### config.mk
export PLATFORM = sky130hd
export DESIGN_NAME = mod_arbiter_ctrl
export DESIGN_NICKNAME = d
export VERILOG_FILES = /design/src/rtl/mod_ctrl_pkg.sv /design/src/rtl/mod_iter_core.sv /design/src/rtl/mod_arbiter_ctrl.sv
export SDC_FILE = /design/constraint.sdc
export NUM_CORES = 1
export LEC_CHECK = 0
export BUFFER_PORTS_ARGS = -buffer_cell sky130_fd_sc_hd__buf_4
export CORE_ASPECT_RATIO = 1.4
export CORE_MARGIN = 3
export CORE_UTILIZATION = 35
export DETAILED_ROUTE_END_ITERATION = 12
export GPL_TIMING_DRIVEN = 1
export PLACE_DENSITY = 0.63
export SYNTH_ARGS = -nofsm -noshare
export SYNTH_HDL_FRONTEND = slang
export SYNTH_SLANG_ARGS = --single-unit
### constraint.sdc
create_clock -name clk_i -period 3.9 [get_ports clk_i]
set_input_delay 0.39 -clock clk_i [delete_from_list [all_inputs] [get_ports clk_i]]
set_output_delay 0.39 -clock clk_i [all_outputs]
set_load 0.05 [all_outputs]
### src/rtl/mod_ctrl_pkg.sv
// Shared constants and FSM state type for the arbitrated remainder unit.
package mod_ctrl_pkg;

    localparam int unsigned DATA_W   = 8;
    localparam int unsigned ITER_W   = 4;
    localparam int unsigned NUM_ITER = DATA_W;

    typedef enum logic [1:0] {
        StIdle = 2'd0,
        StCalc = 2'd1,
        StDone = 2'd2
    } state_e;

endpackage

### src/rtl/mod_iter_core.sv
// Restoring-division datapath: one iteration per step, dividend MSB first.
// Optional quotient register when MOD_QUOTIENT_EN is defined.
module mod_iter_core
    import mod_ctrl_pkg::*;
(
    input  logic              clk_i,
    input  logic              rst_ni,
    input  logic              load_i,
    input  logic              step_i,
    input  logic [DATA_W-1:0] a_i,
    input  logic [DATA_W-1:0] b_i,
`ifdef MOD_QUOTIENT_EN
    output logic [DATA_W-1:0] quot_o,
`endif
    output logic [DATA_W-1:0] rem_o
);

    logic [DATA_W-1:0] dvd_q;
    logic [DATA_W-1:0] dvs_q;
    logic [DATA_W:0]   rem_q;
    logic [DATA_W+1:0] rem_shift;
    logic [DATA_W:0]   rem_next;
    logic              ge;

    // One restoring step: shift in the next dividend bit, subtract if it fits.
    always_comb begin
        rem_shift = {rem_q, dvd_q[DATA_W-1]};
        ge        = (rem_shift >= {2'b00, dvs_q});
        rem_next  = rem_shift[DATA_W:0] - (ge ? {1'b0, dvs_q} : '0);
    end

    // Operand and remainder registers.
    always_ff @(posedge clk_i or negedge rst_ni) begin
        if (!rst_ni) begin
            dvd_q <= '0;
            dvs_q <= '0;
            rem_q <= '0;
        end else if (load_i) begin
            dvd_q <= a_i;
            dvs_q <= b_i;
            rem_q <= '0;
        end else if (step_i) begin
            dvd_q <= {dvd_q[DATA_W-2:0], 1'b0};
            rem_q <= rem_next;
        end
    end

    assign rem_o = rem_q[DATA_W-1:0];

`ifdef MOD_QUOTIENT_EN
    logic [DATA_W-1:0] quot_q;

    // Quotient bits shift in LSB-last, one per step.
    always_ff @(posedge clk_i or negedge rst_ni) begin
        if (!rst_ni) begin
            quot_q <= '0;
        end else if (load_i) begin
            quot_q <= '0;
        end else if (step_i) begin
            quot_q <= {quot_q[DATA_W-2:0], ge};
        end
    end

    assign quot_o = quot_q;
`endif

endmodule

### src/rtl/mod_arbiter_ctrl.sv
// Two-requester round-robin front end for a serial remainder unit.
// Define MOD_QUOTIENT_EN to also expose the quotient on rsp_quot_o.
module mod_arbiter_ctrl
    import mod_ctrl_pkg::*;
(
    input  logic              clk_i,
    input  logic              rst_ni,
    input  logic              req0_valid_i,
    input  logic [DATA_W-1:0] req0_a_i,
    input  logic [DATA_W-1:0] req0_b_i,
    output logic              req0_ready_o,
    input  logic              req1_valid_i,
    input  logic [DATA_W-1:0] req1_a_i,
    input  logic [DATA_W-1:0] req1_b_i,
    output logic              req1_ready_o,
    output logic              rsp_valid_o,
    output logic              rsp_id_o,
    output logic [DATA_W-1:0] rsp_result_o,
    input  logic              rsp_ready_i,
`ifdef MOD_QUOTIENT_EN
    output logic [DATA_W-1:0] rsp_quot_o,
`endif
    output logic              busy_o
);

    state_e            state_q, state_d;
    logic              prio_q, prio_d;   // requester favoured on a tie
    logic              id_q, id_d;
    logic [ITER_W-1:0] iter_q, iter_d;
    logic              any_valid;
    logic              grant_id;
    logic [DATA_W-1:0] sel_a, sel_b;
    logic              zero_op;
    logic              load, step;

    // Round-robin pick and operand mux.
    always_comb begin
        any_valid = req0_valid_i | req1_valid_i;
        if (req0_valid_i && req1_valid_i) begin
            grant_id = prio_q;
        end else begin
            grant_id = req1_valid_i;
        end
        sel_a   = grant_id ? req1_a_i : req0_a_i;
        sel_b   = grant_id ? req1_b_i : req0_b_i;
        zero_op = (sel_a == '0) || (sel_b == '0);
    end

    // Next-state, grant and datapath control.
    always_comb begin
        state_d      = state_q;
        prio_d       = prio_q;
        id_d         = id_q;
        iter_d       = iter_q;
        load         = 1'b0;
        step         = 1'b0;
        req0_ready_o = 1'b0;
        req1_ready_o = 1'b0;
        case (state_q)
            StIdle: begin
                // rst_ni gating keeps ready low while reset is held.
                if (any_valid && rst_ni) begin
                    load         = 1'b1;
                    id_d         = grant_id;
                    prio_d       = ~grant_id;
                    iter_d       = '0;
                    req0_ready_o = ~grant_id;
                    req1_ready_o = grant_id;
                    state_d      = zero_op ? StDone : StCalc;
                end
            end
            StCalc: begin
                step = 1'b1;
                if (iter_q == ITER_W'(NUM_ITER - 1)) begin
                    iter_d  = '0;
                    state_d = StDone;
                end else begin
                    iter_d = iter_q + 1'b1;
                end
            end
            StDone: begin
                if (rsp_ready_i) begin
                    state_d = StIdle;
                end
            end
            default: begin
                state_d = StIdle;
            end
        endcase
    end

    // Control state registers.
    always_ff @(posedge clk_i or negedge rst_ni) begin
        if (!rst_ni) begin
            state_q <= StIdle;
            prio_q  <= 1'b0;
            id_q    <= 1'b0;
            iter_q  <= '0;
        end else begin
            state_q <= state_d;
            prio_q  <= prio_d;
            id_q    <= id_d;
            iter_q  <= iter_d;
        end
    end

    mod_iter_core u_core (
        .clk_i  (clk_i),
        .rst_ni (rst_ni),
        .load_i (load),
        .step_i (step),
        .a_i    (sel_a),
        .b_i    (sel_b),
`ifdef MOD_QUOTIENT_EN
        .quot_o (rsp_quot_o),
`endif
        .rem_o  (rsp_result_o)
    );

    assign rsp_valid_o = (state_q == StDone);
    assign rsp_id_o    = id_q;
    assign busy_o      = (state_q != StIdle);

endmodule

==> results of run 1 <==
## cells by family (layout without fill, tap and decap cells)
family                     count (synthesis)  in the layout  share of synthesized area
muxes                                     17             17                     0.0769
xor gates and xnor gates                   3              3                     0.0115
adders and majority gates                 18             18                      0.102
and+or+nand+nor                           85             85                      0.191
DFF                                       33             33                      0.363
buffers and inverters                     31             73                     0.0725
AOI/OAI and AO/OA                         63             63                      0.184
## how the worst max path moves through the flow
| stage | start | endpoint | slack [ns] | cells past startpoint |
|---|---|---|---|---|
| after detailed placement | u_core.dvs_q[0]$_DFFE_PN0P_ | u_core.rem_q[8]$_DFFE_PN0P_ | 0.87 | 14 |
| after global routing | u_core.dvs_q[0]$_DFFE_PN0P_ | u_core.rem_q[6]$_DFFE_PN0P_ | 0.66 | 14 |
| after global placement | u_core.dvs_q[0]$_DFFE_PN0P_ | u_core.rem_q[8]$_DFFE_PN0P_ | 0.94 | 14 |
| after floorplan | u_core.dvs_q[0]$_DFFE_PN0P_ | u_core.rem_q[8]$_DFFE_PN0P_ | 1.13 | 14 |
| after CTS | u_core.dvs_q[0]$_DFFE_PN0P_ | u_core.rem_q[8]$_DFFE_PN0P_ | 0.84 | 14 |
| final | u_core.dvs_q[0]$_DFFE_PN0P_ | u_core.rem_q[6]$_DFFE_PN0P_ | 0.81 | 14 |
## layout by cell type (no fill, tap or decap), types with 5 or more instances in the layout
cell and instances:
nand2b_1 5, buf_4 51, dfrtp_1 33, mux2i_1 13
o21ai_1 16, clkbuf_8 5, nor2_1 15, a31oi_1 5
nand3_1 9, nand3b_1 7, nor4_1 8, ha_1 17
inv_1 14, nand2_1 26, o21ai_0 11
## metrics by stage
| stage | setup WS [ns] | hold WS, ns | util | power [W] |
|---|---|---|---|---|
| global route | 0.660 | 0.198 | 0.435 | 0.00277 |
| CTS | 0.837 | 0.186 | 0.435 | 0.00257 |
| floorplan | 1.13 | 0.0944 | - | 0.00196 |
| global placement | 0.938 | 0.461 | 0.422 | 0.00227 |
| finish | 0.808 | 0.171 | 0.435 | 0.00255 |
| detailed placement | 0.871 | 0.474 | 0.422 | 0.00230 |
## power groups by stage
| stage | Clock (W) | Combinational, W | Sequential, W |
|---|---|---|---|
| after floorplan | 0 | 0.00133 | 0.000630 |
| after global placement | 0 | 0.00162 | 0.000651 |
| after detailed placement | 0 | 0.00164 | 0.000655 |
| after CTS | 0.000261 | 0.00166 | 0.000649 |
| after global routing | 0.000275 | 0.00183 | 0.000666 |
| final | 0.000249 | 0.00165 | 0.000648 |
## cell type report
cell class | instances | area, sq um | area share
multi-input cells | 186 | 1290 | 0.474
well taps | 72 | 90.1 | 0.0331
clock buffers | 8 | 80.1 | 0.0294
inverters | 14 | 52.6 | 0.0193
flip-flops and latches | 33 | 826 | 0.303
repair buffers | 51 | 383 | 0.141
## metal layers
metal / vias up / share of wire / GRT usage
li1: 972 / - / -
met1: 944 / 0.40 / 0.178
met2: 33 / 0.54 / 0.277
met3: 12 / 0.031 / 0.0308
met4: 0 / 0.025 / 0.0683
met5: - / 0 / 0
## sequential cells by signal, indices dropped and copies added, names as in the netlist
name,count
rsp_id_o,1
iter_q,4
u_core.dvd_q,8
u_core.rem_q,9
u_core.dvs_q,8
prio_q,1
state_q,2
## synth_stat cells (6+ instances only)
master,instances
nand3_1,9
buf_2,6
nor2_1,15
buf_4,9
ha_1,17
o21ai_0,11
inv_1,14
mux2i_1,13
nand2_1,26
nand3b_1,7
dfrtp_1,33
o21ai_1,17
nor4_1,8
==> impl_metrics.toml, run 1 <==
[logic_synthesis]
synthCells = 250
syn_avg_cell_area_sq_um = 9.11
synth_warnings = 0
synth-seq-cells = 33
async_flop_share = 1.00
syn_area_sq_mm = 0.00228
synth.top_cells.by_area = "dfrtp_1 36%, ha_1 9.3%, mux2i_1 5.7%, nand2_1 4.3%, o21ai_1 3.7%"
synth_nets = 305
yosys.area.top_type = "dfrtp_1"
ys_seq_area_frac = 0.363
synthDistinctLibCells = 47
synth-edff-count = 0
netlist.area_leader.share = 0.363
synth_flop_cell = "dfrtp_1"

[worst_setup_path]
path_class = "reg2reg"
r2r_slack_ns = 0.81
path_cells = "ha_1, nand2b_1, a21o_1, a211oi_2, o21ai_2, and3b_1, ha_1, inv_1, fa_1, a211oi_2, o21bai_1, a21oi_1, xor2_1, o21ai_1"
r2r-end = "u_core.rem_q[6]$_DFFE_PN0P_"
critPathTopFamily = "compound AO/OA/AOI/OAI gates"
slowest_stage = "fa_1"
worstPathRequired_ns = 4.03
r2r-start = "u_core.dvs_q[0]$_DFFE_PN0P_"
cpPeakStageDelay_ns = 0.43
startpoint_type = "register"
worstRegToRegCells = 14
end_kind = "register"
path_buf_inv = 1
arrival_ns = 3.23
path_max_fanout = 8

[die]
chipWidth_um = 74.2
die_h_um = 101
initial_core_util = 0.364
placementRows = 34
coreArea_sq_mm = 0.00625
io_pins = 50
die-area_sq_mm = 0.00752

[power_and_ir_drop]
combPwrFrac = 0.648
power_leakage_nw = 1.29
switching_share = 0.489
p_switching_w = 0.00125
power_density_mw_per_mm2 = 936
power_frac_seq = 0.254
power.internal_w = 0.00130
pwr-share-clk = 0.098
peakVddDrop_mv = 0.435

[place]
port_buffers = 49
dp_cells = 356
dpl_cell_area_sq_mm = 0.00264
hpwl_mm = 4.43
gp_congestion = 0.885

[detailed_routing]
drt_iter0_markers = 60
vias = 1961
route.antenna.remaining_nets = 0
wire_per_inst_um = 15.9
drc = 0
routed_wirelength_mm = 5.78
vias_per_cell = 5.39
dr.pass1.iters = 4

[timing]
finalMaxSlewViolations = 0
relSlewSlack = 0.294
rsz0062_at_grt = "false"
max_freq_mhz = 323
finalSetupViolCount = 0
fin_crit_ns = 3.09
worst_pin_slew_ns = 1.06
period_share = 0.793
skew_ns = 0.00322
hold_viol = 0
timing.setup.tns_ns = 0

[clocking]
cts.path.max_buffers = 2
hold_buffers = 0
cts_resized = 0
cts_setup_buffers = 0
clk_latency_ns = 0.28
cts_sinks = 33
cts_buffers = 5
htreeDepth = 2
clkSlewWorstSetupHoldPaths_ns = 0.07
cts_tree = "done"
clockRootBuffer = "clkbuf_8"

[final_layout]
final_area_sq_mm = 0.00272
nets = 346
nFillCells = 602
fin_cells = 364
diodes = 0
area_delta_synth_final_pct = 19.5
drive_gt1_frac = 0.247

[global_route]
antenna_found_initial = 0
grt_pass1_vias = 1913
grt_max_degree = 36
grt_use_total = 0.156
grt_pass1_wl_mm = 9.02
grt-ovfl-total = 0

[outcome]
outcome = "finished, final reports clean"

[job]
maxCapViolations = 0

[hold_path]
hp-class = "in2async"
Note: power is estimated with default switching activity, not from simulation.
==> inputs of run 2 (changes only) <==
==> constraint.sdc (replaced) <==
create_clock -name clk_i -period 2.85 [get_ports clk_i]
set_input_delay 0.285 -clock clk_i [delete_from_list [all_inputs] [get_ports clk_i]]
set_output_delay 0.285 -clock clk_i [all_outputs]
set_load 0.05 [all_outputs]
==> run 2 against run 1 <==
First-iteration DRC count grew 10%. Count of clock-buffer cells in the layout decreased by 3. Highest routed layer unchanged. Critical path depth shrank 1. Via count rose by 2.5%. Global-route usage rose by 1.3 points. Register-to-register slack got worse by 0.74 ns.
==> impl_metrics.toml, run 2 (same netlist as run 1, synthesis figures left out) <==
[global_route]
grt_max_degree = 35
grt_pass1_wl_mm = 9.73
antenna_found_initial = 0
grt_use_total = 0.169
grt-ovfl-total = 0
grt_pass1_vias = 2092

[worst_setup_path]
r2r-start = "u_core.dvs_q[0]$_DFFE_PN0P_"
end_kind = "register"
r2r_slack_ns = 0.07
startpoint_type = "register"
worstRegToRegCells = 13
arrival_ns = 2.96
path_class = "reg2reg"
worstPathRequired_ns = 3.03
r2r-end = "u_core.rem_q[6]$_DFFE_PN0P_"
path_max_fanout = 5

[timing]
relSlewSlack = 0.603
rsz0062_at_grt = "true"
fin_crit_ns = 2.78
period_share = 0.977
finalMaxSlewViolations = 0
finalSetupViolCount = 0
worst_pin_slew_ns = 0.592
skew_ns = 0.00781
max_freq_mhz = 359
hold_viol = 0

[detailed_routing]
routed_wirelength_mm = 5.84
route.antenna.remaining_nets = 0
met3_wirelength_um = 160
wl_met1_mm = 2.26
vias_per_cell = 5.21
drt_iter0_markers = 66
dr.pass1.iters = 4
vias = 2011
wl_met2_mm = 3.27
wire_per_inst_um = 15.1
drc = 0
highest_layer = "met4"

[die]
io_pins = 50
die-area_sq_mm = 0.00752
initial_core_util = 0.364
placementRows = 34
chipWidth_um = 74.2
die_h_um = 101
coreArea_sq_mm = 0.00625

[place]
gp_congestion = 0.882
port_buffers = 49
dp_cells = 376
hpwl_mm = 4.63

[final_layout]
largest_register = "u_core.rem_q"
area_delta_synth_final_pct = 30.5
nFillCells = 608
diodes = 0
drive_gt1_frac = 0.325
nets = 368
reg_top3 = "u_core.rem_q: 9 flops, u_core.dvd_q: 8 flops, u_core.dvs_q: 8 flops"
largest_register_ffs = 9
fin_cells = 386
post-route-util = 0.475
mostFrequentLayoutCell = "buf_4"
layout_common_cells = "73 x buf_4, 33 x dfrtp_1, 26 x nand2_1"

[clocking]
clkSlewWorstSetupHoldPaths_ns = 0.08
htreeDepth = 2
hold_buffers = 0
clockRootBuffer = "clkbuf_8"
clk_latency_ns = 0.29
cts.path.max_buffers = 2
cts_buffers = 5
cts_tree = "done"
cts_sinks = 33

[job]
maxCapViolations = 0

[power_and_ir_drop]
power_leakage_nw = 1.43
power_density_mw_per_mm2 = 1350
peakVddDrop_mv = 0.482

[hold_path]
hp-class = "in2async"

[outcome]
outcome = "finished, final reports clean"
-- run 2: critical path, stage by stage (launching register included) --
cell,delay (ns)
dfrtp_1,0.39
ha_1,0.29
nand2b_1,0.14
a21o_1,0.19
a211oi_2,0.24
o21ai_2,0.10
buf_4,0.16
nand3b_1,0.09
ha_1,0.28
o21ai_0,0.29
o21bai_1,0.12
a21oi_1,0.18
xor2_1,0.16
o21ai_1,0.07
-- run 2: final cells by class --
class / count / area, sq um / area share
multi-input combinational: 186 / 1320 / 0.445
sequential: 33 / 826 / 0.278
timing repair buffer: 73 / 548 / 0.184
tap: 72 / 90.1 / 0.0303
clock buffer: 5 / 68.8 / 0.0232
clock inverter: 3 / 65.1 / 0.0219
inverter: 14 / 52.6 / 0.0177
-- run 2: stage by stage --
step | worst slack, ns | total power, W | hold slack (ns) | instance area, sq um | setup TNS, ns
2_1_floorplan | 0.0780 | 0.00268 | -0.0106 | 2280 | 0
3_3_place_gp | 0.0780 | 0.00331 | 0.391 | 2790 | 0
3_5_place_dp | 0.0357 | 0.00335 | 0.389 | 2790 | 0
4_1_cts | 0.00241 | 0.00393 | 0.0724 | 2930 | 0
5_1_grt | -0.114 | 0.00440 | 0.0822 | 2970 | -0.345
6_report | 0.0651 | 0.00402 | 0.0625 | 2970 | 0
-- run 2: report_power, final --
| part | switching (W) | leakage, nW | total (W) | internal, W |
|---|---|---|---|---|
| combinational | 0.00146 | 0.948 | 0.00264 | 0.00118 |
| sequential | 0.000149 | 0.412 | 0.000844 | 0.000695 |
| clock | 0.000185 | 0.0681 | 0.000533 | 0.000347 |
| total | 0.00180 | 1.43 | 0.00402 | 0.00222 |
-- run 2: timing repair --
action,4_1_cts,5_1_grt
pin swaps,2,4
setup buffers,1,1
gates resized for setup,0,7
setup endpoints to repair,2,5
endpoints found under the hold margin,0,0
-- run 2: worst max-delay path by stage --
stage | start | end | slack (ns)
after floorplan | u_core.dvs_q[0]$_DFFE_PN0P_ | u_core.rem_q[8]$_DFFE_PN0P_ | 0.08
after global placement | u_core.dvs_q[0]$_DFFE_PN0P_ | u_core.rem_q[8]$_DFFE_PN0P_ | 0.08
after detailed placement | u_core.dvs_q[0]$_DFFE_PN0P_ | u_core.rem_q[8]$_DFFE_PN0P_ | 0.04
after CTS | u_core.dvs_q[0]$_DFFE_PN0P_ | u_core.rem_q[6]$_DFFE_PN0P_ | 0.002
after global routing | u_core.dvs_q[0]$_DFFE_PN0P_ | u_core.rem_q[6]$_DFFE_PN0P_ | -0.11
final | u_core.dvs_q[0]$_DFFE_PN0P_ | u_core.rem_q[6]$_DFFE_PN0P_ | 0.07
-- run 2: per-layer routing --
metal,global-route usage,up-vias
met1,0.184,965
met5,0,-
met3,0.0367,8
li1,-,1011
met4,0.0711,0
met2,0.309,27
